**src/rtl/nx_srfram_arb_pkg.sv**
```systemverilog
// Shared types and helpers for the SRFRAM hardware-port arbiter.
//   arb_rsp_tag_t : {valid, id} carried down the read-return pipeline.
//   arb_id_w()    : requester-ID width for a given requester count.
// The tag ID field is sized for the largest supported requester count (8).
package nx_srfram_arb_pkg;

    localparam int ARB_ID_W_MAX = 3;

    typedef struct packed {
        logic                    valid;
        logic [ARB_ID_W_MAX-1:0] id;
    } arb_rsp_tag_t;

    function automatic int arb_id_w(input int n);
        return (n <= 2) ? 1 : $clog2(n);
    endfunction

endpackage

```
**src/rtl/nx_rr_pick.sv**
```systemverilog
// Combinational rotate-priority picker.
//   req    : request vector
//   ptr    : index with highest priority this cycle
//   gnt    : one-hot grant (subset of req)
//   gnt_id : encoded grant index
//   any    : some request present
module nx_rr_pick
    import nx_srfram_arb_pkg::*;
#(
    parameter  int N_REQ = 4,
    localparam int IDW   = arb_id_w(N_REQ)
) (
    input  logic [N_REQ-1:0] req,
    input  logic [IDW-1:0]   ptr,
    output logic [N_REQ-1:0] gnt,
    output logic [IDW-1:0]   gnt_id,
    output logic             any
);

    always_comb begin
        int j;
        gnt    = '0;
        gnt_id = '0;
        any    = 1'b0;
        for (int i = 0; i < N_REQ; i++) begin
            // ptr < N_REQ, so a single subtraction implements the wrap.
            j = int'(ptr) + i;
            if (j >= N_REQ) j = j - N_REQ;
            if (!any && req[j]) begin
                any    = 1'b1;
                gnt[j] = 1'b1;
                gnt_id = IDW'(j);
            end
        end
    end

endmodule

```
**src/rtl/nx_srfram_hw_arbiter.sv**
```systemverilog
// Round-robin arbiter sharing the hardware port of an indirect-access
// single-read/single-write RAM among N_REQ requesters. Software access
// pending in the RAM controller (hw_yield) blocks hardware grants.
//
// Optional feature macro: NX_SRFRAM_ARB_DENY_LIMIT_EN
//   When defined, after MAX_DENY consecutive yield-blocked cycles with a
//   pending request, one grant is forced through despite hw_yield.
//
// Ports:
//   clk, rst            : clock, synchronous active-high reset
//   req_valid/we        : per-requester request and write flag
//   req_addr/wdat       : flattened per-requester address / write data
//   req_ready           : one-hot grant (combinational)
//   rsp_valid/id/dat    : read return, tagged with requester ID
//   hw_cs/we/re         : registered RAM controls
//   hw_raddr/waddr/din  : registered RAM address (same value) and data
//   hw_dout, hw_yield   : RAM read data, software-pending indication
module nx_srfram_hw_arbiter
    import nx_srfram_arb_pkg::*;
#(
    parameter  int N_REQ       = 4,
    parameter  int N_DATA_BITS = 32,
    parameter  int N_ENTRIES   = 1024,
    parameter  int RD_LATENCY  = 1,
    parameter  int MAX_DENY    = 8,
    localparam int AW          = $clog2(N_ENTRIES),
    localparam int IDW         = arb_id_w(N_REQ)
) (
    input  logic                         clk,
    input  logic                         rst,
    input  logic [N_REQ-1:0]             req_valid,
    input  logic [N_REQ-1:0]             req_we,
    input  logic [N_REQ*AW-1:0]          req_addr,
    input  logic [N_REQ*N_DATA_BITS-1:0] req_wdat,
    output logic [N_REQ-1:0]             req_ready,
    output logic                         rsp_valid,
    output logic [IDW-1:0]               rsp_id,
    output logic [N_DATA_BITS-1:0]       rsp_dat,
    output logic                         hw_cs,
    output logic                         hw_we,
    output logic                         hw_re,
    output logic [AW-1:0]                hw_raddr,
    output logic [AW-1:0]                hw_waddr,
    output logic [N_DATA_BITS-1:0]       hw_din,
    input  logic [N_DATA_BITS-1:0]       hw_dout,
    input  logic                         hw_yield
);

    logic [IDW-1:0]         ptr;
    logic [N_REQ-1:0]       gnt;
    logic [IDW-1:0]         gnt_id;
    logic                   any;
    logic                   blocked;
    logic                   grant;
    logic                   sel_we;
    logic [AW-1:0]          sel_addr;
    logic [N_DATA_BITS-1:0] sel_wdat;
    logic [IDW-1:0]         next_ptr;
    arb_rsp_tag_t           tag_pipe [RD_LATENCY:0];

    nx_rr_pick #(.N_REQ(N_REQ)) u_pick (
        .req    (req_valid),
        .ptr    (ptr),
        .gnt    (gnt),
        .gnt_id (gnt_id),
        .any    (any)
    );

`ifdef NX_SRFRAM_ARB_DENY_LIMIT_EN
    localparam int DCW = $clog2(MAX_DENY + 1);
    logic [DCW-1:0] deny_cnt;

    // At the limit, this cycle's grant ignores hw_yield.
    assign blocked = hw_yield && (int'(deny_cnt) != MAX_DENY);

    always_ff @(posedge clk) begin
        if (rst || grant || !(|req_valid))
            deny_cnt <= '0;
        else if (blocked)
            deny_cnt <= deny_cnt + 1'b1;
    end
`else
    // Software strictly preempts hardware; MAX_DENY has no role here.
    logic unused_max_deny;
    assign unused_max_deny = |MAX_DENY;
    assign blocked         = hw_yield;
`endif

    assign grant     = any && !blocked && !rst;
    assign req_ready = grant ? gnt : '0;

    assign sel_we   = req_we[gnt_id];
    assign sel_addr = req_addr[int'(gnt_id)*AW +: AW];
    assign sel_wdat = req_wdat[int'(gnt_id)*N_DATA_BITS +: N_DATA_BITS];
    assign next_ptr = (int'(gnt_id) == N_REQ - 1) ? '0 : gnt_id + 1'b1;

    always_ff @(posedge clk) begin
        if (rst) begin
            ptr      <= '0;
            hw_cs    <= 1'b0;
            hw_we    <= 1'b0;
            hw_re    <= 1'b0;
            hw_raddr <= '0;
            hw_waddr <= '0;
            hw_din   <= '0;
            for (int k = 0; k <= RD_LATENCY; k++) tag_pipe[k] <= '0;
        end else begin
            hw_cs <= grant;
            hw_we <= grant && sel_we;
            hw_re <= grant && !sel_we;
            if (grant) begin
                ptr      <= next_ptr;
                hw_raddr <= sel_addr;
                hw_waddr <= sel_addr;
                hw_din   <= sel_wdat;
            end
            // Stage 0 lines up with hw_re; the last stage with hw_dout.
            tag_pipe[0].valid <= grant && !sel_we;
            tag_pipe[0].id    <= ARB_ID_W_MAX'(gnt_id);
            for (int k = 1; k <= RD_LATENCY; k++) tag_pipe[k] <= tag_pipe[k-1];
        end
    end

    assign rsp_valid = tag_pipe[RD_LATENCY].valid;
    assign rsp_id    = tag_pipe[RD_LATENCY].id[IDW-1:0];
    assign rsp_dat   = hw_dout;

    // Upper ID bits are spare when N_REQ < 8.
    logic unused_tag_id;
    assign unused_tag_id = ^tag_pipe[RD_LATENCY].id;

endmodule

```
**config.mk**
```make
export PLATFORM = sky130hd
export DESIGN_NAME = nx_srfram_hw_arbiter
export DESIGN_NICKNAME = d
export VERILOG_FILES = /design/src/rtl/nx_srfram_arb_pkg.sv /design/src/rtl/nx_rr_pick.sv /design/src/rtl/nx_srfram_hw_arbiter.sv
export SDC_FILE = /design/constraint.sdc
export NUM_CORES = 1
export LEC_CHECK = 0
export BUFFER_PORTS_ARGS = -buffer_cell sky130_fd_sc_hd__buf_2
export CORE_MARGIN = 5
export CORE_UTILIZATION = 45
export DETAILED_ROUTE_END_ITERATION = 10
export PLACE_DENSITY = 0.91
export REMOVE_ABC_BUFFERS = 1
export SLEW_MARGIN = 10
export SYNTH_ARGS = -nofsm -noshare
export SYNTH_HDL_FRONTEND = slang
export SYNTH_SLANG_ARGS = --single-unit
```
**constraint.sdc**
```tcl
create_clock -name clk -period 6.4 [get_ports clk]
set_input_delay 1.28 -clock clk [delete_from_list [all_inputs] [get_ports clk]]
set_output_delay 1.28 -clock clk [all_outputs]
set_load 0.05 [all_outputs]
```
==> impl_metrics.env <==
export IMPL_status="completed"
export IMPL_grt_pass1_wl_um=37690
export IMPL_antenna_found_initial=0
export IMPL_setup_ws_ps=1355
export IMPL_p_comb_share_pct=70.0
export IMPL_min_period_ps=5045
export IMPL_p_switching_uw=1583
export IMPL_final_util_pct=52.60
export IMPL_slew_limit_headroom_pct=18.44
export IMPL_hpwl_um=16310
export IMPL_synthAdderAreaFrac_pct=1.041
export IMPL_clock_latency_ps=290
export IMPL_slowest_stage="dfxtp_4"
export IMPL_wl_um=23980
export IMPL_cts_hold_buf=0
export IMPL_synthXorXnorAreaFrac_pct=0
export IMPL_synthSimpleGateAreaFrac_pct=20.64
export IMPL_synthFlopType="dfxtp_1"
export IMPL_timing_max_cap_violations=0
export IMPL_yosysWarnings=0
export IMPL_htree_levels=2
export IMPL_ys_seq_area_share_pct=17.33
export IMPL_ioPinCount=305
export IMPL_worstPathArrival_ps=3770
export IMPL_p_int_uw=1223
export IMPL_ctsResizeCount=0
export IMPL_cts_root_buf="clkbuf_16"
export IMPL_final_antenna_net_count=0
export IMPL_rows=42
export IMPL_wl_per_cell_um=22.02
export IMPL_syn_cell_area_um2=6008
export IMPL_rsz0062_at_grt="no"
export IMPL_slowest_delay_ps=720
export IMPL_whs_ps=452.1
export IMPL_drt_initial_drc_count=741
export IMPL_grt_max_degree=84
export IMPL_num_vias=7595
export IMPL_fin_nets=1128
export IMPL_fin_cells=1089
export IMPL_grt_pass1_vias=7453
export IMPL_synthCells=798
export IMPL_cts_buffers=5
export IMPL_post_route_period_util_pct=78.83
export IMPL_synth_seq_cells=52
export IMPL_ys_types=49
export IMPL_synth_edf_count=0
export IMPL_gp_congestion=0.8601
export IMPL_synth_compound_area_share_pct=44.67
export IMPL_p_seq_share_pct=18.9
export IMPL_cts_tree="yes"
export IMPL_synth_mux_area_share_pct=2.686
export IMPL_drive_gt1_share_pct=30.78
export IMPL_cellLeakagePower_uw=0.002831
export IMPL_crit_required_ps=5120
export IMPL_drc=0
export IMPL_dieArea_um2=15760
export IMPL_fp_dieH_um=125.6
export IMPL_worstSetupPathType="reg2out"
export IMPL_swShare_pct=56.41
export IMPL_synth_top_family_by_area="compound AO/OA/AOI/OAI gates"
export IMPL_peakVddDrop_mv=0.2825
export IMPL_via_per_inst=6.974
export IMPL_area_delta_synth_final_pct=15.47
export IMPL_placed_cells=1081
export IMPL_finClkSkew_ps=4.065
export IMPL_dr_pass1_iters=5
export IMPL_grt_overflow=0
export IMPL_cts_max_path_buffers=2
export IMPL_worst_hold_path_type="reg2reg"
export IMPL_ys_async_sr_fraction_pct=0
export IMPL_setup_viol=0
export IMPL_drv_slew=0
export IMPL_startpoint_type="flip-flop"
export IMPL_power_density_nw_per_um2=404.4
export IMPL_syn_area_per_cell_um2=7.529
export IMPL_cts_num_sinks=52
export IMPL_numPortBuffers=240
export IMPL_grt_use_total_pct=28.58
export IMPL_tightest_slew_ps=1219
export IMPL_dp_slack_ps=1650
export IMPL_initial_core_util_pct=45.55
export IMPL_hold_viol=0
export IMPL_max_freq_mhz=198.2
export IMPL_core_um2=13190
export IMPL_path_cells="inv_2 -> ha_1 -> mux4_2 -> nor2b_4 -> a221o_1 -> o21ai_0 -> a21oi_1 -> buf_2"
export IMPL_pwr_share_clk_pct=11.2
export IMPL_cts_clk_slew_worst_paths_ps=70
export IMPL_diodes=0
export IMPL_worstPathMaxFanout=49
export IMPL_die_w_um=125.6
export IMPL_postCtsSetupBuffers=0
export IMPL_cp_end_kind="output port"
-- area by class of cell --
type	count	area, µm²
Multi-Input combinational cell	597	4207
Tap cell	176	220.2
Fill cell	1254	6252
Sequential cell	52	1045
Timing Repair Buffer	250	1276
Inverter	6	22.52
Clock buffer	5	125.1
Clock inverter	3	42.54
-- flip-flops by register name (all words and copies together), names as in the netlist --
| register | flops |
|---|---|
| hw_din | 32 |
| hw_waddr | 10 |
| hw_we | 1 |
| hw_cs | 1 |
| ptr | 2 |
| tag_pipe | 6 |
-- cell families after synthesis --
logic type	count (synthesis)
flops	52
simple gates	249
mux	12
compound gates	331
fa+ha+maj	5
buf+inv	149
-- cell usage in the layout (no fill, tap or decap), types with 2 or more instances in the layout --
cell / instances
a21oi_1: 53
mux4_2: 3
dfxtp_1: 51
nor3b_1: 2
nand2_1: 51
or3_1: 3
nand2b_1: 43
o2111ai_1: 41
clkbuf_16: 5
a221o_1: 45
mux2i_1: 5
nor2_4: 2
nor2b_1: 4
a2111o_1: 41
nor3_1: 3
o211ai_1: 3
and3b_1: 2
inv_1: 5
ha_1: 5
buf_4: 10
o21ai_0: 48
nor2_1: 47
a221oi_1: 84
mux2_2: 2
buf_2: 240
o21ai_1: 3
nand3_1: 84
-- cells in the mapped netlist (all sizes together), types with 4 or more instances --
master   number  area [µm²]
a221oi       84       735.7
buf          78       553.0
nor2b         5       38.78
o21ai        52       260.3
nor2         50       206.5
dfxtp        52        1041
nand2b       44       275.3
ha            5       62.56
nand2        51       191.4
mux2i         6       60.06
a21oi        53       265.3
o211ai        4       35.03
nand3        84       420.4
clkbuf       65       244.0
a221o        45       450.4
a2111o       41       461.7
inv           6       22.52
o2111ai      41       359.1
-- stage by stage --
step | power [µW] | area (µm²) | setup TNS (ps)
detailed placement | 2474 | 6770 | 0
floorplan | 1909 | 5211 | -46810
CTS | 2789 | 6938 | 0
global route | 2986 | 6938 | 0
finish | 2806 | 6938 | 0
global placement | 2419 | 6770 | 0
-- worst max-delay path, delay by kind of cell (launching register included) --
| kind | cells | cell delay, ps |
|---|---|---|
| muxes | 1 | 700 |
| AOI/OAI and AO/OA | 3 | 540 |
| buffers and inverters | 2 | 350 |
| DFF | 1 | 720 |
| adders and majority gates | 1 | 540 |
| and+or+nand+nor | 1 | 600 |
-- routing by layer --
metal	part of all wire [%]	GRT usage (%)	up-vias
met3	11	9.808	72
met1	41	36.48	3602
met5	0.28	4.025	-
li1	-	-	3382
met2	44	44.30	537
met4	2.7	10.46	2
-- power groups by stage --
stage / logic [µW] / registers, µW / clock network, µW
2_1_floorplan: 1030 / 879 / 0
3_3_place_gp: 1890 / 527 / 0
3_5_place_dp: 1940 / 534 / 0
4_1_cts: 1940 / 526 / 320
5_1_grt: 2110 / 545 / 330
6_report: 1960 / 529 / 314
-- path summary, 6_finish.rpt --
| kind | startpoint | endpoint | slack, ps | cells after the start |
|---|---|---|---|---|
| max reg2reg | ptr[0] | hw_din[8] | 2070 | 8 |
| max | ptr[0] | req_ready[2] | 1350 | 8 |
| min reg2reg | tag_pipe[0][0] | tag_pipe[0][4] | 450 | 1 |
| min | tag_pipe[0][0] | tag_pipe[0][4] | 450 | 1 |
Power figures use the tool's default switching activity.
